File: src/rtl/imm_fetch_sequencer.sv
`default_nettype none
// ============================================================================
// Module   : imm_fetch_sequencer
// Brief    : Fetches OP-IMM instructions over req/ack, then sequences the
//            immediate-ALU enable, write-back strobe, PC and retire count.
//            Optional fetch timeout (bus_err) enabled by FETCH_TIMEOUT_EN.
// Revision : 1.0 - initial release
// ============================================================================
module imm_fetch_sequencer #(
  parameter logic [31:0] RESET_PC       = 32'h0000_0000,
`ifdef FETCH_TIMEOUT_EN
  parameter int          TIMEOUT_CYCLES = 16,
`endif
  parameter int          EXEC_CYCLES    = 2
) (
  input  logic        clk,
  input  logic        rst_n,
  output logic [31:0] mem_addr,
  output logic        mem_req,
  input  logic        mem_ack,
  input  logic [31:0] mem_rdata,
  output logic [31:0] instruction,
  output logic        alu_imm_enable_n,
  output logic        rf_we,
  output logic [31:0] pc,
  output logic [31:0] retire_count,
  output logic        illegal,
`ifdef FETCH_TIMEOUT_EN
  output logic        bus_err,
`endif
  output logic        halted
);

  localparam logic [6:0] c_OP_IMM    = 7'b0010011;
  localparam logic [3:0] c_EXEC_LAST = 4'(EXEC_CYCLES - 1);

  typedef enum logic [2:0] {
    S_FETCH  = 3'd0,
    S_DECODE = 3'd1,
    S_EXEC   = 3'd2,
    S_WB     = 3'd3,
    S_HALT   = 3'd4
  } state_t;

  state_t      r_state;
  state_t      w_state_nxt;
  logic [31:0] r_pc;
  logic [31:0] w_pc_nxt;
  logic [31:0] r_instr;
  logic [31:0] w_instr_nxt;
  logic [31:0] r_retire;
  logic [31:0] w_retire_nxt;
  logic [3:0]  r_exec_cnt;
  logic [3:0]  w_exec_cnt_nxt;
  logic        r_illegal;
  logic        w_illegal_nxt;
  logic        r_mem_req;
  logic        r_en_n;
  logic        r_rf_we;
  logic        r_halted;

`ifdef FETCH_TIMEOUT_EN
  localparam int                c_TO_W    = $clog2(TIMEOUT_CYCLES + 1);
  localparam logic [c_TO_W-1:0] c_TO_LAST = c_TO_W'(TIMEOUT_CYCLES - 1);

  logic [c_TO_W-1:0] r_to_cnt;
  logic [c_TO_W-1:0] w_to_cnt_nxt;
  logic              r_bus_err;
  logic              w_bus_err_nxt;
`endif

  // Ack is only honoured once the request is actually on the bus, so an
  // ack lingering across reset release is never mistaken for a response.
  always_comb begin
    w_state_nxt    = r_state;
    w_pc_nxt       = r_pc;
    w_instr_nxt    = r_instr;
    w_retire_nxt   = r_retire;
    w_exec_cnt_nxt = r_exec_cnt;
    w_illegal_nxt  = r_illegal;
`ifdef FETCH_TIMEOUT_EN
    w_to_cnt_nxt   = r_to_cnt;
    w_bus_err_nxt  = r_bus_err;
`endif
    case (r_state)
      S_FETCH: begin
        if (r_mem_req && mem_ack) begin
          w_instr_nxt = mem_rdata;
          w_state_nxt = S_DECODE;
        end
`ifdef FETCH_TIMEOUT_EN
        else if (r_mem_req) begin
          if (r_to_cnt == c_TO_LAST) begin
            w_bus_err_nxt = 1'b1;
            w_state_nxt   = S_HALT;
          end else begin
            w_to_cnt_nxt = r_to_cnt + 1'b1;
          end
        end
`endif
      end
      S_DECODE: begin
        if (r_instr[6:0] == c_OP_IMM) begin
          w_exec_cnt_nxt = 4'd0;
          w_state_nxt    = S_EXEC;
        end else begin
          w_illegal_nxt = 1'b1;
          w_state_nxt   = S_HALT;
        end
      end
      S_EXEC: begin
        if (r_exec_cnt == c_EXEC_LAST) begin
          w_state_nxt = S_WB;
        end else begin
          w_exec_cnt_nxt = r_exec_cnt + 4'd1;
        end
      end
      S_WB: begin
        w_pc_nxt     = r_pc + 32'd4;
        w_retire_nxt = r_retire + 32'd1;
        w_state_nxt  = S_FETCH;
`ifdef FETCH_TIMEOUT_EN
        w_to_cnt_nxt = '0;
`endif
      end
      S_HALT: begin
        w_state_nxt = S_HALT;
      end
      default: begin
        w_state_nxt = S_HALT;
      end
    endcase
  end

  // Handshake and enable outputs are registered from the next state so they
  // line up exactly with the state they describe.
  always_ff @(posedge clk or negedge rst_n) begin
    if (!rst_n) begin
      r_state    <= S_FETCH;
      r_pc       <= RESET_PC;
      r_instr    <= 32'd0;
      r_retire   <= 32'd0;
      r_exec_cnt <= 4'd0;
      r_illegal  <= 1'b0;
      r_mem_req  <= 1'b0;
      r_en_n     <= 1'b1;
      r_rf_we    <= 1'b0;
      r_halted   <= 1'b0;
`ifdef FETCH_TIMEOUT_EN
      r_to_cnt   <= '0;
      r_bus_err  <= 1'b0;
`endif
    end else begin
      r_state    <= w_state_nxt;
      r_pc       <= w_pc_nxt;
      r_instr    <= w_instr_nxt;
      r_retire   <= w_retire_nxt;
      r_exec_cnt <= w_exec_cnt_nxt;
      r_illegal  <= w_illegal_nxt;
      r_mem_req  <= (w_state_nxt == S_FETCH);
      r_en_n     <= !((w_state_nxt == S_EXEC) || (w_state_nxt == S_WB));
      r_rf_we    <= (w_state_nxt == S_WB);
      r_halted   <= (w_state_nxt == S_HALT);
`ifdef FETCH_TIMEOUT_EN
      r_to_cnt   <= w_to_cnt_nxt;
      r_bus_err  <= w_bus_err_nxt;
`endif
    end
  end

  assign mem_addr         = r_pc;
  assign mem_req          = r_mem_req;
  assign instruction      = r_instr;
  assign alu_imm_enable_n = r_en_n;
  assign rf_we            = r_rf_we;
  assign pc               = r_pc;
  assign retire_count     = r_retire;
  assign illegal          = r_illegal;
  assign halted           = r_halted;
`ifdef FETCH_TIMEOUT_EN
  assign bus_err          = r_bus_err;
`endif

endmodule
`default_nettype wire

File: config.mk
export PLATFORM = sky130hd
export DESIGN_NAME = imm_fetch_sequencer
export DESIGN_NICKNAME = d
export VERILOG_FILES = /design/src/rtl/imm_fetch_sequencer.sv
export SDC_FILE = /design/constraint.sdc
export NUM_CORES = 1
export LEC_CHECK = 0
export CAP_MARGIN = 15
export CELL_PAD_IN_SITES_DETAIL_PLACEMENT = 0
export CELL_PAD_IN_SITES_GLOBAL_PLACEMENT = 1
export CORE_MARGIN = 1.5
export CORE_UTILIZATION = 30
export DETAILED_ROUTE_END_ITERATION = 6
export GPL_TIMING_DRIVEN = 1
export PLACE_DENSITY = 0.76
export SYNTH_ARGS = -nofsm -noshare
export SYNTH_HDL_FRONTEND = slang
export SYNTH_SLANG_ARGS = --single-unit
File: constraint.sdc
create_clock -name clk -period 3.5 [get_ports clk]
set_clock_uncertainty 0.15 [all_clocks]
set_input_delay 0.525 -clock clk [delete_from_list [all_inputs] [get_ports clk]]
set_output_delay 0.525 -clock clk [all_outputs]
set_load 0.01 [all_outputs]
==> impl_metrics.json, run 1 <==
{
  "grt_antenna_before_repair": 0,
  "post_cts_buffers": 0,
  "cts_hold_buf": 0,
  "slew_headroom_pct": 32.5,
  "post-route-min-period_ns": 2.28,
  "cts-resized-gates": 0,
  "cts_made_buffers": 9,
  "outcome": "complete, no violations",
  "mostFrequentLayoutCells": "clkdlybuf4s50_1 (162), dfrtp_1 (105), xnor2_1 (50)",
  "routedWlPerCell_microns": 14.6,
  "cp_max_fo": 14,
  "htreeDepth": 3,
  "chipWidth_microns": 130,
  "timing.rr.end": "retire_count[31]",
  "drt-initial-drc-count": 111,
  "met3_length_microns": 749,
  "clockRootBuffer": "clkbuf_16",
  "cts_tree": "built",
  "gp_congestion": 0.688,
  "hold_viol": 0,
  "stdcell_count": 758,
  "path_cells": "nand4b_4 > nor2_1 > nand4_1 > xnor2_1",
  "grt_overflow": 0,
  "avgViaCountPerCell": 4.54,
  "tns_ns": 0,
  "worstMarginPinSlew_ns": 1.01,
  "drv_slew": 0,
  "clock.fmax_mhz": 438,
  "endpoint_kind": "flip-flop",
  "timing.final.crit_share_pct": 65.2,
  "core.rowCount": 46,
  "peakVddDrop_mv": 0.430,
  "clk_pin_slew_ns": 0.08,
  "cap_violations": 0,
  "async_flop_share_pct": 100,
  "antenna_cells": 0,
  "p_leak_nw": 2.86,
  "cts.path.max_buffers": 2,
  "syn_inst": 400,
  "finalPower_mw": 3.37,
  "critPathMaxStageDelay_ns": 0.81,
  "grt_pass1_vias": 3488,
  "core_area_sq_um": 15900,
  "die_h_microns": 130,
  "r2r_cells": 4,
  "setup_viol": 0,
  "postRouteAntennaNets": 0,
  "rsz0062_at_grt": "false",
  "hp-class": "in2async",
  "track_usage_pct": 13.6,
  "seq_area_frac_synth_pct": 54.5,
  "ioPinCount": 168,
  "num_vias": 3439,
  "synth_edf_count": 0,
  "top_layer_used": "met4",
  "clock_sinks": 106,
  "cp-start-kind": "flip-flop",
  "placedCellCount": 742,
  "dp_slack_ns": 1.19,
  "p_per_area_nw_per_um2": 495,
  "synth_flop_cell": "dfrtp_1",
  "ys_ff_latch": 106,
  "cpMaxStageDelayCell": "nor2_1",
  "grt_first_pass_wirelength_mm": 18.0,
  "met1_length_mm": 4.96,
  "critical_path_class": "reg2reg",
  "dieArea_sq_um": 17000,
  "initial_utilization_pct": 30.6,
  "hpwl_mm": 7.90,
  "drt_drc_violations_left": 0,
  "r2r-start": "r_state[2]",
  "layout-drive-gt1-share_pct": 12.2,
  "syn2layout_area_growth_pct": 40.2,
  "fin_nets": 576,
  "cp.arrival_ns": 2.37,
  "clkLatencyLatePin_ns": 0.35,
  "synth.cell_area_sq_um": 4870,
  "synth_warnings": 0,
  "layout_commonest_cell": "clkdlybuf4s50_1",
  "ys_types": 39,
  "wirelength_mm": 11.1,
  "startpoint": "r_state[2]",
  "grt_max_degree": 60,
  "wl_met2_mm": 5.24,
  "dr.pass1.iters": 4,
  "cp.required_ns": 3.58,
  "r2r_slack_ns": 1.22,
  "timing.final.ws_setup_ns": 1.22,
  "io_buffers": 163,
  "synth.avg_cell_area_sq_um": 12.2
}
-- how the worst max path moves through the flow --
| stage | end |
|---|---|
| floorplan | instruction[10] |
| global placement | r_exec_cnt[2] |
| detailed placement | instruction[17] |
| CTS | retire_count[31] |
| global route | retire_count[31] |
| finish | retire_count[31] |
-- per-layer routing --
| metal | global-route usage, % | vias up |
|---|---|---|
| met1 | 17.8 | 1700 |
| met2 | 21.2 | 105 |
| met4 | 4.46 | 0 |
| met3 | 4.67 | 11 |
| met5 | 0 | - |
| li1 | - | 1623 |
-- registers in the layout (all words and copies together), names as in the netlist --
register / flops
illegal: 1
rf_we: 1
instruction: 32
retire_count: 32
r_exec_cnt: 4
halted: 1
mem_addr: 30
mem_req: 1
r_state: 3
alu_imm_enable_n: 1
-- per-stage QoR --
step | cell area, sq um | hold slack, ns | util [%]
final | 6820 | 0.0340 | 43.0
after CTS | 6820 | 0.0613 | 43.0
after global routing | 6820 | 0.0885 | 43.0
after floorplan | 4880 | 0.0794 | -
after global placement | 6510 | 0.317 | 41.0
after detailed placement | 6510 | 0.326 | 41.0
-- Yosys cell counts (3+ instances only) --
master,n,area [sq um]
nand4b_1,3,26.3
nor4_1,5,31.3
xnor2_1,50,438
and3_1,8,50.1
nand2b_1,4,25.0
dfrtp_1,105,2630
nand4_1,27,169
buf_2,5,25.0
mux2_2,32,360
nand2_1,24,90.1
nand3_1,21,105
inv_1,6,22.5
and2_1,5,31.3
buf_4,34,255
clkbuf_1,3,11.3
and4_1,4,35.0
nor4_4,4,85.1
ha_1,4,50.1
xor2_1,10,87.6
nor3_1,3,15.0
nor2_1,17,63.8
or2_2,3,18.8
-- area by class of cell --
type,count,area [sq um]
Tap cell,216,270
Clock buffer,10,239
Inverter,6,22.5
Clock inverter,6,72.6
Fill cell,1526,9060
Sequential cell,106,2650
Timing Repair Buffer,165,1660
Multi-Input combinational cell,249,1910
-- worst max-delay path: cells and delay by family, from the launching register on --
family / cells / cell delay, ns
and+or+nand+nor: 3 / 1.30
DFF: 1 / 0.51
xor gates and xnor gates: 1 / 0.19
-- kinds of logic (layout without fill, tap and decap cells) --
| family | Yosys count | after routing | share of synthesized area [%] |
|---|---|---|---|
| buffers and inverters | 48 | 187 | 6.45 |
| DFF | 106 | 106 | 54.5 |
| AOI/OAI and AO/OA | 5 | 5 | 0.772 |
| muxes | 35 | 35 | 8.07 |
| and+or+nand+nor | 141 | 141 | 18.3 |
| adders and majority gates | 4 | 4 | 1.03 |
| xor gates and xnor gates | 60 | 60 | 10.8 |
| other | 1 | 4 | 0.0771 |
-- report_power, final --
| group | internal, mW | leakage [nW] | total [mW] | switching, mW |
|---|---|---|---|---|
| Sequential | 1.42 | 1.39 | 1.54 | 0.122 |
| Clock | 0.585 | 0.155 | 1.06 | 0.477 |
| Combinational | 0.503 | 1.32 | 0.772 | 0.269 |
| Total | 2.51 | 2.86 | 3.37 | 0.867 |
Note: power is estimated with default switching activity, not from simulation.
==> run 2: changes to the inputs <==
==> constraint.sdc (replaced) <==
create_clock -name clk -period 2.2 [get_ports clk]
set_clock_uncertainty 0.15 [all_clocks]
set_input_delay 0.33 -clock clk [delete_from_list [all_inputs] [get_ports clk]]
set_output_delay 0.33 -clock clk [all_outputs]
set_load 0.01 [all_outputs]
==> run 2 against run 1 <==
  * Via count is 1.5% higher
  * Flip-flop and latch count stayed put
  * Count of clock-buffer cells in the layout grew 1
  * Largest power group unchanged
  * Highest routed layer unchanged
==> impl_metrics.json, run 2 (same netlist as run 1, synthesis figures left out) <==
{
  "initial_utilization_pct": 30.6,
  "outcome": "complete, no violations",
  "cts_made_buffers": 9,
  "place_area_sq_um": 6620,
  "cp_max_fo": 7,
  "rsz0062_at_grt": "false",
  "layout-drive-gt1-share_pct": 13.9,
  "p_leak_nw": 2.93,
  "dieArea_sq_um": 17000,
  "drt_drc_violations_left": 0,
  "hold_viol": 0,
  "grt_pass1_vias": 3503,
  "grt_antenna_before_repair": 0,
  "clockRootBuffer": "clkbuf_16",
  "hpwl_mm": 7.79,
  "worstMarginPinSlew_ns": 0.566,
  "path_cells": "nand4b_4 > nor4_4 > nand4_1 > xnor2_1",
  "cp.required_ns": 2.28,
  "mostFrequentLayoutCells": "clkdlybuf4s50_1 (162), dfrtp_1 (105), xnor2_1 (50)",
  "core.rowCount": 46,
  "wirelength_mm": 10.9,
  "clk_pin_slew_ns": 0.07,
  "nFillCells": 1540,
  "chipWidth_microns": 130,
  "postRouteAntennaNets": 0,
  "dp_slack_ns": 0.226,
  "critPathMaxStageDelay_ns": 0.61,
  "peakVddDrop_mv": 0.544,
  "hp-class": "reg2reg",
  "cpMaxStageDelayCell": "dfrtp_1",
  "cts.path.max_buffers": 2,
  "grt_first_pass_wirelength_mm": 18.0,
  "tns_ns": 0,
  "layout_commonest_cell": "clkdlybuf4s50_1",
  "die_h_microns": 130,
  "io_buffers": 163,
  "final_area_sq_um": 6950,
  "grt_overflow": 0,
  "cp.arrival_ns": 2.06,
  "cts_tree": "built",
  "clock_sinks": 106,
  "post_cts_buffers": 0,
  "clock.fmax_mhz": 505,
  "routedWlPerCell_microns": 14.1,
  "setup_viol": 0,
  "cts_hold_buf": 1,
  "utilization_pct": 43.7,
  "clkLatencyLatePin_ns": 0.35,
  "slew_headroom_pct": 62.3,
  "fin_nets": 589,
  "post-route-min-period_ns": 1.98,
  "grt_max_degree": 107,
  "dr.pass1.iters": 4,
  "drv_slew": 0,
  "gp_congestion": 0.727,
  "syn2layout_area_growth_pct": 42.7,
  "timing.final.ws_setup_ns": 0.220,
  "worst-path-buf-inv": 0,
  "drt-initial-drc-count": 130,
  "stdcell_count": 771,
  "avgViaCountPerCell": 4.53,
  "crit_family": "simple AND/OR/NAND/NOR gates",
  "antenna_cells": 0,
  "critical_path_class": "reg2reg",
  "cap_violations": 0,
  "cts-resized-gates": 0,
  "timing.final.crit_share_pct": 90.0,
  "ioPinCount": 168,
  "placedCellCount": 754,
  "cp-start-kind": "flip-flop",
  "num_vias": 3490,
  "htreeDepth": 3,
  "track_usage_pct": 13.5,
  "core_area_sq_um": 15900,
  "p_per_area_nw_per_um2": 778,
  "endpoint_kind": "flip-flop"
}
run 2: cell types whose count changed in the layout (fill, tap and decap cells not counted):
cell and delta:
buf_4 +11, inv_6 -2, buf_12 +1, bufinv_16 +1
clkbuf_1 +1, clkinv_2 +1, clkinv_4 -1, clkinvlp_4 +1
dlygate4sd3_1 +1, inv_8 -1
run 2: cell type report:
class,count,area (sq um),area share (%)
clock buffers,11,243,3.49
inverters,6,22.5,0.324
multi-input cells,249,1910,27.5
well taps,216,270,3.89
flip-flops and latches,106,2650,38.2
repair buffers,178,1770,25.5
clock inverters,5,77.6,1.12
run 2: per-stage QoR:
| stage | hold WS [ns] | power [mW] |
|---|---|---|
| floorplan | -0.116 | 2.92 |
| CTS | 0.332 | 5.51 |
| global placement | 0.299 | 3.70 |
| detailed placement | 0.311 | 3.73 |
| global route | 0.367 | 5.69 |
| finish | 0.331 | 5.41 |
run 2: power breakdown:
part,internal [mW],leakage [nW],switching [mW]
combinational,0.807,1.39,0.431
clock,1.03,0.156,0.699
sequential,2.26,1.39,0.186
total,4.09,2.93,1.32
run 2: path summary, 6_finish.rpt:
kind                            slack, ns          endpoint  cells past startpoint              from
worst max-delay path                 0.22      mem_addr[25]                      4        r_state[0]
worst min-delay path                 0.33  retire_count[31]                      1  retire_count[31]
worst max register to register       0.22      mem_addr[25]                      4        r_state[0]
worst min register to register       0.33  retire_count[31]                      1  retire_count[31]
max in group asynchronous            1.01       mem_addr[4]                      3             rst_n
min in group asynchronous            0.46   retire_count[2]                      3             rst_n
run 2: metal layers:
| metal | up-vias | global-route usage [%] | part of all wire (%) |
|---|---|---|---|
| met5 | - | 0 | 0 |
| met4 | 0 | 5.62 | 1.8 |
| met3 | 12 | 3.98 | 5.7 |
| met2 | 105 | 20.9 | 47 |
| met1 | 1719 | 17.8 | 45 |
| li1 | 1654 | - | - |
